### src/rtl/c432_key_loader.sv
// c432_key_loader: receives the unlock key for the locked c432 core one bit at a
// time from the key store and collects the bits in a shadow register. When the
// whole key is in, it is copied to key_out in a single cycle and key_valid is
// raised.
// Optional build macro C432_KEY_PARITY_EN: one even-parity bit follows the key
// bits and is checked before the key is committed.
// Handshake: a bit moves from the key store into the shadow register on every
// rising edge where key_req and key_vld are both high. key_req is driven only
// by registered state. The key store must hold key_bit steady until that
// transfer happens.
module c432_key_loader #(
    parameter int KEY_W   = 23,
    parameter int TIMEOUT = 64
) (
    input  logic             clk,
    input  logic             rst_n,
    input  logic             start,
    input  logic             zeroize,
    output logic             key_req,
    input  logic             key_vld,
    input  logic             key_bit,
    output logic [KEY_W-1:0] key_out,
    output logic             key_valid,
    output logic             busy,
    output logic             err,
    output logic [2:0]       dbg_state
);

    localparam int BW = $clog2(KEY_W + 1);
    localparam int TW = $clog2(TIMEOUT);

    typedef enum logic [2:0] {
        S_IDLE   = 3'd0,
        S_LOAD   = 3'd1,
`ifdef C432_KEY_PARITY_EN
        S_PAR    = 3'd2,
`endif
        S_COMMIT = 3'd3,
        S_DONE   = 3'd4,
        S_ERROR  = 3'd5
    } state_t;

    state_t           state_q, state_d;
    logic [KEY_W-1:0] shadow_q, shadow_d;
    logic [BW-1:0]    bit_cnt_q, bit_cnt_d;
    logic [TW-1:0]    to_cnt_q, to_cnt_d;
    logic [KEY_W-1:0] key_out_d;
    logic             key_valid_d, key_req_d, busy_d, err_d;
    logic             take;

    // Register a bit on a transfer cycle. key_req is a flop output, so this has
    // no path from inputs to outputs.
    assign take      = key_req && key_vld;
    assign dbg_state = state_q;

    // Next-state and next-register logic. zeroize is applied last, so it
    // overrides every other assignment, including a start in the same cycle.
    always_comb begin
        state_d     = state_q;
        shadow_d    = shadow_q;
        bit_cnt_d   = bit_cnt_q;
        to_cnt_d    = to_cnt_q;
        key_out_d   = key_out;
        key_valid_d = key_valid;
        err_d       = err;

        case (state_q)
            S_IDLE, S_DONE, S_ERROR: begin
                if (start) begin
                    // Starting a load always discards the current key and any error.
                    state_d     = S_LOAD;
                    shadow_d    = '0;
                    bit_cnt_d   = '0;
                    to_cnt_d    = '0;
                    key_out_d   = '0;
                    key_valid_d = 1'b0;
                    err_d       = 1'b0;
                end
            end
            S_LOAD: begin
                if (take) begin
                    shadow_d[bit_cnt_q] = key_bit;
                    bit_cnt_d           = bit_cnt_q + BW'(1);
                    to_cnt_d            = '0;
                    if (bit_cnt_q == BW'(KEY_W - 1)) begin
`ifdef C432_KEY_PARITY_EN
                        state_d = S_PAR;
`else
                        state_d = S_COMMIT;
`endif
                    end
                end else if (to_cnt_q == TW'(TIMEOUT - 1)) begin
                    state_d     = S_ERROR;
                    err_d       = 1'b1;
                    key_out_d   = '0;
                    key_valid_d = 1'b0;
                end else begin
                    to_cnt_d = to_cnt_q + TW'(1);
                end
            end
`ifdef C432_KEY_PARITY_EN
            S_PAR: begin
                if (take) begin
                    to_cnt_d = '0;
                    // Even parity: the key bits XORed with the parity bit must be 0.
                    if ((^shadow_q ^ key_bit) == 1'b0) begin
                        state_d = S_COMMIT;
                    end else begin
                        state_d     = S_ERROR;
                        err_d       = 1'b1;
                        key_out_d   = '0;
                        key_valid_d = 1'b0;
                    end
                end else if (to_cnt_q == TW'(TIMEOUT - 1)) begin
                    state_d     = S_ERROR;
                    err_d       = 1'b1;
                    key_out_d   = '0;
                    key_valid_d = 1'b0;
                end else begin
                    to_cnt_d = to_cnt_q + TW'(1);
                end
            end
`endif
            S_COMMIT: begin
                // The locked core only ever sees a complete key, copied in one cycle.
                key_out_d   = shadow_q;
                key_valid_d = 1'b1;
                state_d     = S_DONE;
            end
            default: begin
                state_d = S_IDLE;
            end
        endcase

        if (zeroize) begin
            state_d     = S_IDLE;
            shadow_d    = '0;
            bit_cnt_d   = '0;
            to_cnt_d    = '0;
            key_out_d   = '0;
            key_valid_d = 1'b0;
            err_d       = 1'b0;
        end

        key_req_d = (state_d == S_LOAD);
`ifdef C432_KEY_PARITY_EN
        key_req_d = key_req_d || (state_d == S_PAR);
`endif
        busy_d = key_req_d || (state_d == S_COMMIT);
    end

    // State and output registers. The reset is asynchronous, so no partial key
    // can stay visible on key_out after a reset.
    always_ff @(posedge clk or negedge rst_n) begin
        if (!rst_n) begin
            state_q   <= S_IDLE;
            shadow_q  <= '0;
            bit_cnt_q <= '0;
            to_cnt_q  <= '0;
            key_out   <= '0;
            key_valid <= 1'b0;
            key_req   <= 1'b0;
            busy      <= 1'b0;
            err       <= 1'b0;
        end else begin
            state_q   <= state_d;
            shadow_q  <= shadow_d;
            bit_cnt_q <= bit_cnt_d;
            to_cnt_q  <= to_cnt_d;
            key_out   <= key_out_d;
            key_valid <= key_valid_d;
            key_req   <= key_req_d;
            busy      <= busy_d;
            err       <= err_d;
        end
    end

endmodule

### config.mk
export PLATFORM = sky130hd
export DESIGN_NAME = c432_key_loader
export DESIGN_NICKNAME = d
export VERILOG_FILES = /design/src/rtl/c432_key_loader.sv
export SDC_FILE = /design/constraint.sdc
export NUM_CORES = 1
export LEC_CHECK = 0
export ABC_AREA = 1
export CELL_PAD_IN_SITES_DETAIL_PLACEMENT = 1
export CELL_PAD_IN_SITES_GLOBAL_PLACEMENT = 1
export CORE_MARGIN = 2
export CORE_UTILIZATION = 42
export CTS_CLUSTER_DIAMETER = 100
export DETAILED_ROUTE_END_ITERATION = 8
export GPL_TIMING_DRIVEN = 0
export PLACE_DENSITY_LB_ADDON = 0.1
export SETUP_SLACK_MARGIN = 0.5
export SLEW_MARGIN = 10
export SYNTH_ARGS = -nofsm -noshare
export SYNTH_HDL_FRONTEND = slang
export SYNTH_SLANG_ARGS = --single-unit
### constraint.sdc
create_clock -name clk -period 1.53 [get_ports clk]
set_input_delay 0.306 -clock clk [delete_from_list [all_inputs] [get_ports clk]]
set_output_delay 0.306 -clock clk [all_outputs]
set_load 0.02 [all_outputs]
==> summary.md, run 1 <==
| Metric | Value |
|---|---|
| Status | finished with violations |
| Failing checks | negative setup slack |
| Hold Buf Count CTS | 0 |
| Io pins | 36 |
| CTS Buf Count | 9 |
| CP max-delay cell | dfrtp_2 |
| R2R setup slack | -0.06 ns |
| Synth warnings | 0 |
| Fin nets | 581 |
| Die height | 96.1 um |
| Internal power | between 2 and 3 mW |
| Core footprint | 0.00822 mm^2 |
| DP HPWL | slightly above 7000 um |
| Final worst slack | -0.0640 ns |
| Max Slew Vio Count | 0 |
| Area of the mapped netlist | 0.00356 mm^2 |
| Leak Pwr | 2.65 nW |
| Root Driver | clkbuf_8 |
| Flops & latches, synth | 64 |
| Initial antenna violation count | 0 |
| GPL Wtd Cong | ~0.86 |
| Worst IR drop on VDD | 0.592 mV |
| Sw Share | 0.294 |
| WHS | about 0.053 ns |
| Clock share of power | 0.401 |
| Fin crit share | 1.04 |
| Die W | 96.1 um |
| Sequential fraction of the synthesis area | 0.449 |
| Post-Syn Nets | 487 |
| Kind of critical path | register to register |
| Post-Syn Area per Cell | 7.49 um^2 |
| CTS clk-pin slew, worst paths | 0.08 ns |
| Top-area cell type share of the netlist area | 0.449 |
| Synth top area cells | dfrtp_1, nand2_1, nor2_1 |
| Inserted Diodes | 0 |
| Power density over the cells | around 830 mW/mm^2 |
| CTS max path bufs | 2 |
| TritonRoute pass-1 iters | 4 |
| Final Setup Violations | 8 |
| Area Overhead vs Synth | 41.6% |
| Combinational share of power | 0.183 |
| Hold Crit Class | input port to asynchronous set/reset pin |
| Setup Skew | around 0.011 ns |
| Core Rows | 33 |
| Max_slew headroom | 0.448 |
| Cell Chain, Critical Path | inv_4, o211ai_1, nand2_8, clkbuf_16, o21ai_1, nand2_1 |
| Crit path max fanout | 6 |
| H-tree levels | 3 |
| Final WL | 12200 um |
| Psw | 1.24 mW |
| Initial DRC count | ~120 |
| Clk sinks | 64 |
| Antenna Nets Post-Route | 0 |
| Vias in the first global route | 3541 |
| Synth area leader | dfrtp_1 |
| Endpoint type of the worst setup path | register |
| Routed wire per std cell | 17.9 um |
| Share of layout cells above drive strength 1 | 0.341 |
| DR vias | 3635 |
| Placed cell areas | 0.00408 mm^2 |
| Vias per cell | 5.35 |
| Grt ovf | 0 |
| CTS tree | yes |
| Drt drc | 0 |
| Total GRT Usage | 0.259 |
| Post-layout min period | 1.59 ns |
| Insertion delay to the later sink of the worst-skew pair | 0.35 ns |
| Slew @ Worst Pin | approximately 0.83 ns |
| Worst EP required | 1.76 ns |
| Initial Utilization | 0.434 |
| CP arrival | 1.82 ns |
| Post-route cell area | 0.00504 mm^2 |
| Die ar. | approximately 0.009 mm^2 |
| Worst setup SP type | register |
| Mapped Cells | 476 |
| Sequential Power Share | 0.416 |
| Max Fclk | 627 MHz |
| RSZ-0062 raised after global routing | yes |
| Max stage delay on crit path | 0.42 ns |
| Synth unique cells | 31 |
| IO Port Bufs | 34 |
| Number of max-cap violations | 0 |
| Largest net degree at the start of global routing | 65 |
| Fillers | 1008 |
| Final hold vios | 0 |
| First-pass GRT wire length | 18100 um |
[worst paths after layout]
| path | from | end | cells past startpoint |
|---|---|---|---|
| worst min register to register | shadow_q[17]$_DFFE_PN0P_ | key_out[17]$_DFFE_PN0P_ | 2 |
| worst max register to register | dbg_state[0]$_DFF_PN0_ | key_out[18]$_DFFE_PN0P_ | 6 |
| max in group asynchronous | rst_n | dbg_state[2]$_DFF_PN0_ | 1 |
| min in group clk | zeroize | shadow_q[15]$_DFFE_PN0P_ | 4 |
| worst max-delay path | dbg_state[0]$_DFF_PN0_ | key_out[18]$_DFFE_PN0P_ | 6 |
| worst min-delay path | rst_n | key_out[19]$_DFFE_PN0P_ | 1 |
[layout by cell type, fill, tap and decap left out, types with 4 or more instances in the layout]
master | synthesis | layout
nand2_4 | 2 | 5
dfrtp_2 | 0 | 6
nand2_1 | 135 | 129
nor3_1 | 12 | 5
inv_1 | 38 | 30
dfrtp_1 | 64 | 58
nand2_2 | 4 | 6
nor3_2 | 1 | 8
buf_6 | 5 | 35
ha_4 | 0 | 4
clkbuf_8 | 0 | 10
nor2_1 | 62 | 51
nand3_1 | 42 | 40
o21ai_1 | 22 | 35
inv_2 | 4 | 10
nor2_2 | 1 | 10
buf_8 | 0 | 6
o21ai_2 | 3 | 17
o21ai_0 | 40 | 13
buf_4 | 9 | 49
[cell type report]
| class | count | area (um^2) | share of cell area |
|---|---|---|---|
| plain buffers | 21 | 211 | 0.0419 |
| clock buffers | 11 | 141 | 0.0280 |
| clock inverters | 5 | 80.1 | 0.0159 |
| inverters | 43 | 169 | 0.0335 |
| multi-input cells | 348 | 1890 | 0.374 |
| flip-flops and latches | 64 | 1610 | 0.319 |
| well taps | 105 | 131 | 0.0260 |
| repair buffers | 83 | 815 | 0.161 |
[layer usage]
layer	vias up	wire, um	global-route usage
met3	26	418	0.0352
met2	86	6260	0.435
li1	1717	-	-
met5	-	0	0
met4	0	254	0.0857
met1	1806	5230	0.344
[Yosys cell counts]
cell type    n
nand2_1    135
dfrtp_1     64
nor2_1      62
nand3_1     42
o21ai_0     40
inv_1       38
o21ai_1     22
nor3_1      12
buf_4        9
buf_6        5
clkbuf_1     5
ha_1         5
a21oi_1      4
inv_2        4
nand2_2      4
nand4_1      3
o21ai_2      3
buf_2        2
nand2_4      2
nand3_2      2
xnor2_1      2
xor2_1       2
inv_4        1
nand3_4      1
nor2_2       1
nor2_4       1
nor2_8       1
nor3_2       1
nor3_4       1
o211ai_1     1
or2_2        1
[power by group through the flow]
stage | clock network [mW] | registers (mW) | logic, mW
floorplan | 0 | 1.77 | 0.331
CTS | 1.70 | 1.75 | 0.694
detailed placement | 0 | 1.77 | 0.519
global placement | 0 | 1.77 | 0.507
global route | 1.77 | 1.75 | 0.835
finish | 1.69 | 1.75 | 0.771
[per-stage QoR]
stage	TNS, ns	setup WS [ns]	util	instances	power (mW)
finish	-0.222	-0.0640	0.614	680	4.21
global route	-3.44	-0.138	0.614	680	4.36
CTS	0	0.0361	0.579	662	4.14
detailed placement	-11.37	-0.274	0.497	615	2.29
global placement	-138.86	-2.23	0.497	615	2.27
floorplan	0	0.142	-	476	2.10
[repair_timing]
action / in CTS / in global routing
endpoints found under the hold margin: 0 / 0
setup endpoints to repair: 94 / 94
setup buffers: 30 / 16
gates resized for setup: 225 / 44
pin swaps: 11 / 8
cloned: 1 / 2
[critical path, delay by kind of cell (launching register included)]
family / cells / cell delay (ns)
AO/OA/AOI/OAI: 2 / 0.56
flip-flops: 1 / 0.42
buffers and inverters: 2 / 0.26
AND/OR/NAND/NOR: 2 / 0.23
[kinds of logic after synthesis]
logic type	Yosys count	synth area share
adders and majority gates	5	0.0176
buffers and inverters	64	0.0888
DFF	64	0.449
xor gates and xnor gates	4	0.00983
and+or+nand+nor	269	0.332
AOI/OAI and AO/OA	70	0.102
[state kept, by name, indices dropped and copies added (netlist names)]
register and flops:
dbg_state 3, busy 1, key_out 23, err 1
key_req 1, to_cnt_q 6, shadow_q 23, key_valid 1
bit_cnt_q 5
No activity file was read; power rests on OpenSTA's default activity.
==> run 2, diff against run 1 <==
--- a/config.mk
+++ b/config.mk
@@ -12,6 +12,7 @@
 export CORE_UTILIZATION = 42
 export CTS_CLUSTER_DIAMETER = 100
 export DETAILED_ROUTE_END_ITERATION = 8
+export GPL_ROUTABILITY_DRIVEN = 0
 export GPL_TIMING_DRIVEN = 0
 export PLACE_DENSITY_LB_ADDON = 0.1
 export SETUP_SLACK_MARGIN = 0.5
==> results of run 2 <==
Final layout, timing and power as in run 1 (identical DEF).
==> run 3, diff against run 2 <==
--- a/config.mk
+++ b/config.mk
@@ -6,6 +6,7 @@
 export NUM_CORES = 1
 export LEC_CHECK = 0
 export ABC_AREA = 1
+export CAP_MARGIN = 20
 export CELL_PAD_IN_SITES_DETAIL_PLACEMENT = 1
 export CELL_PAD_IN_SITES_GLOBAL_PLACEMENT = 1
 export CORE_MARGIN = 2
==> results of run 3 <==
Final layout, timing and power as in run 1 (identical DEF).
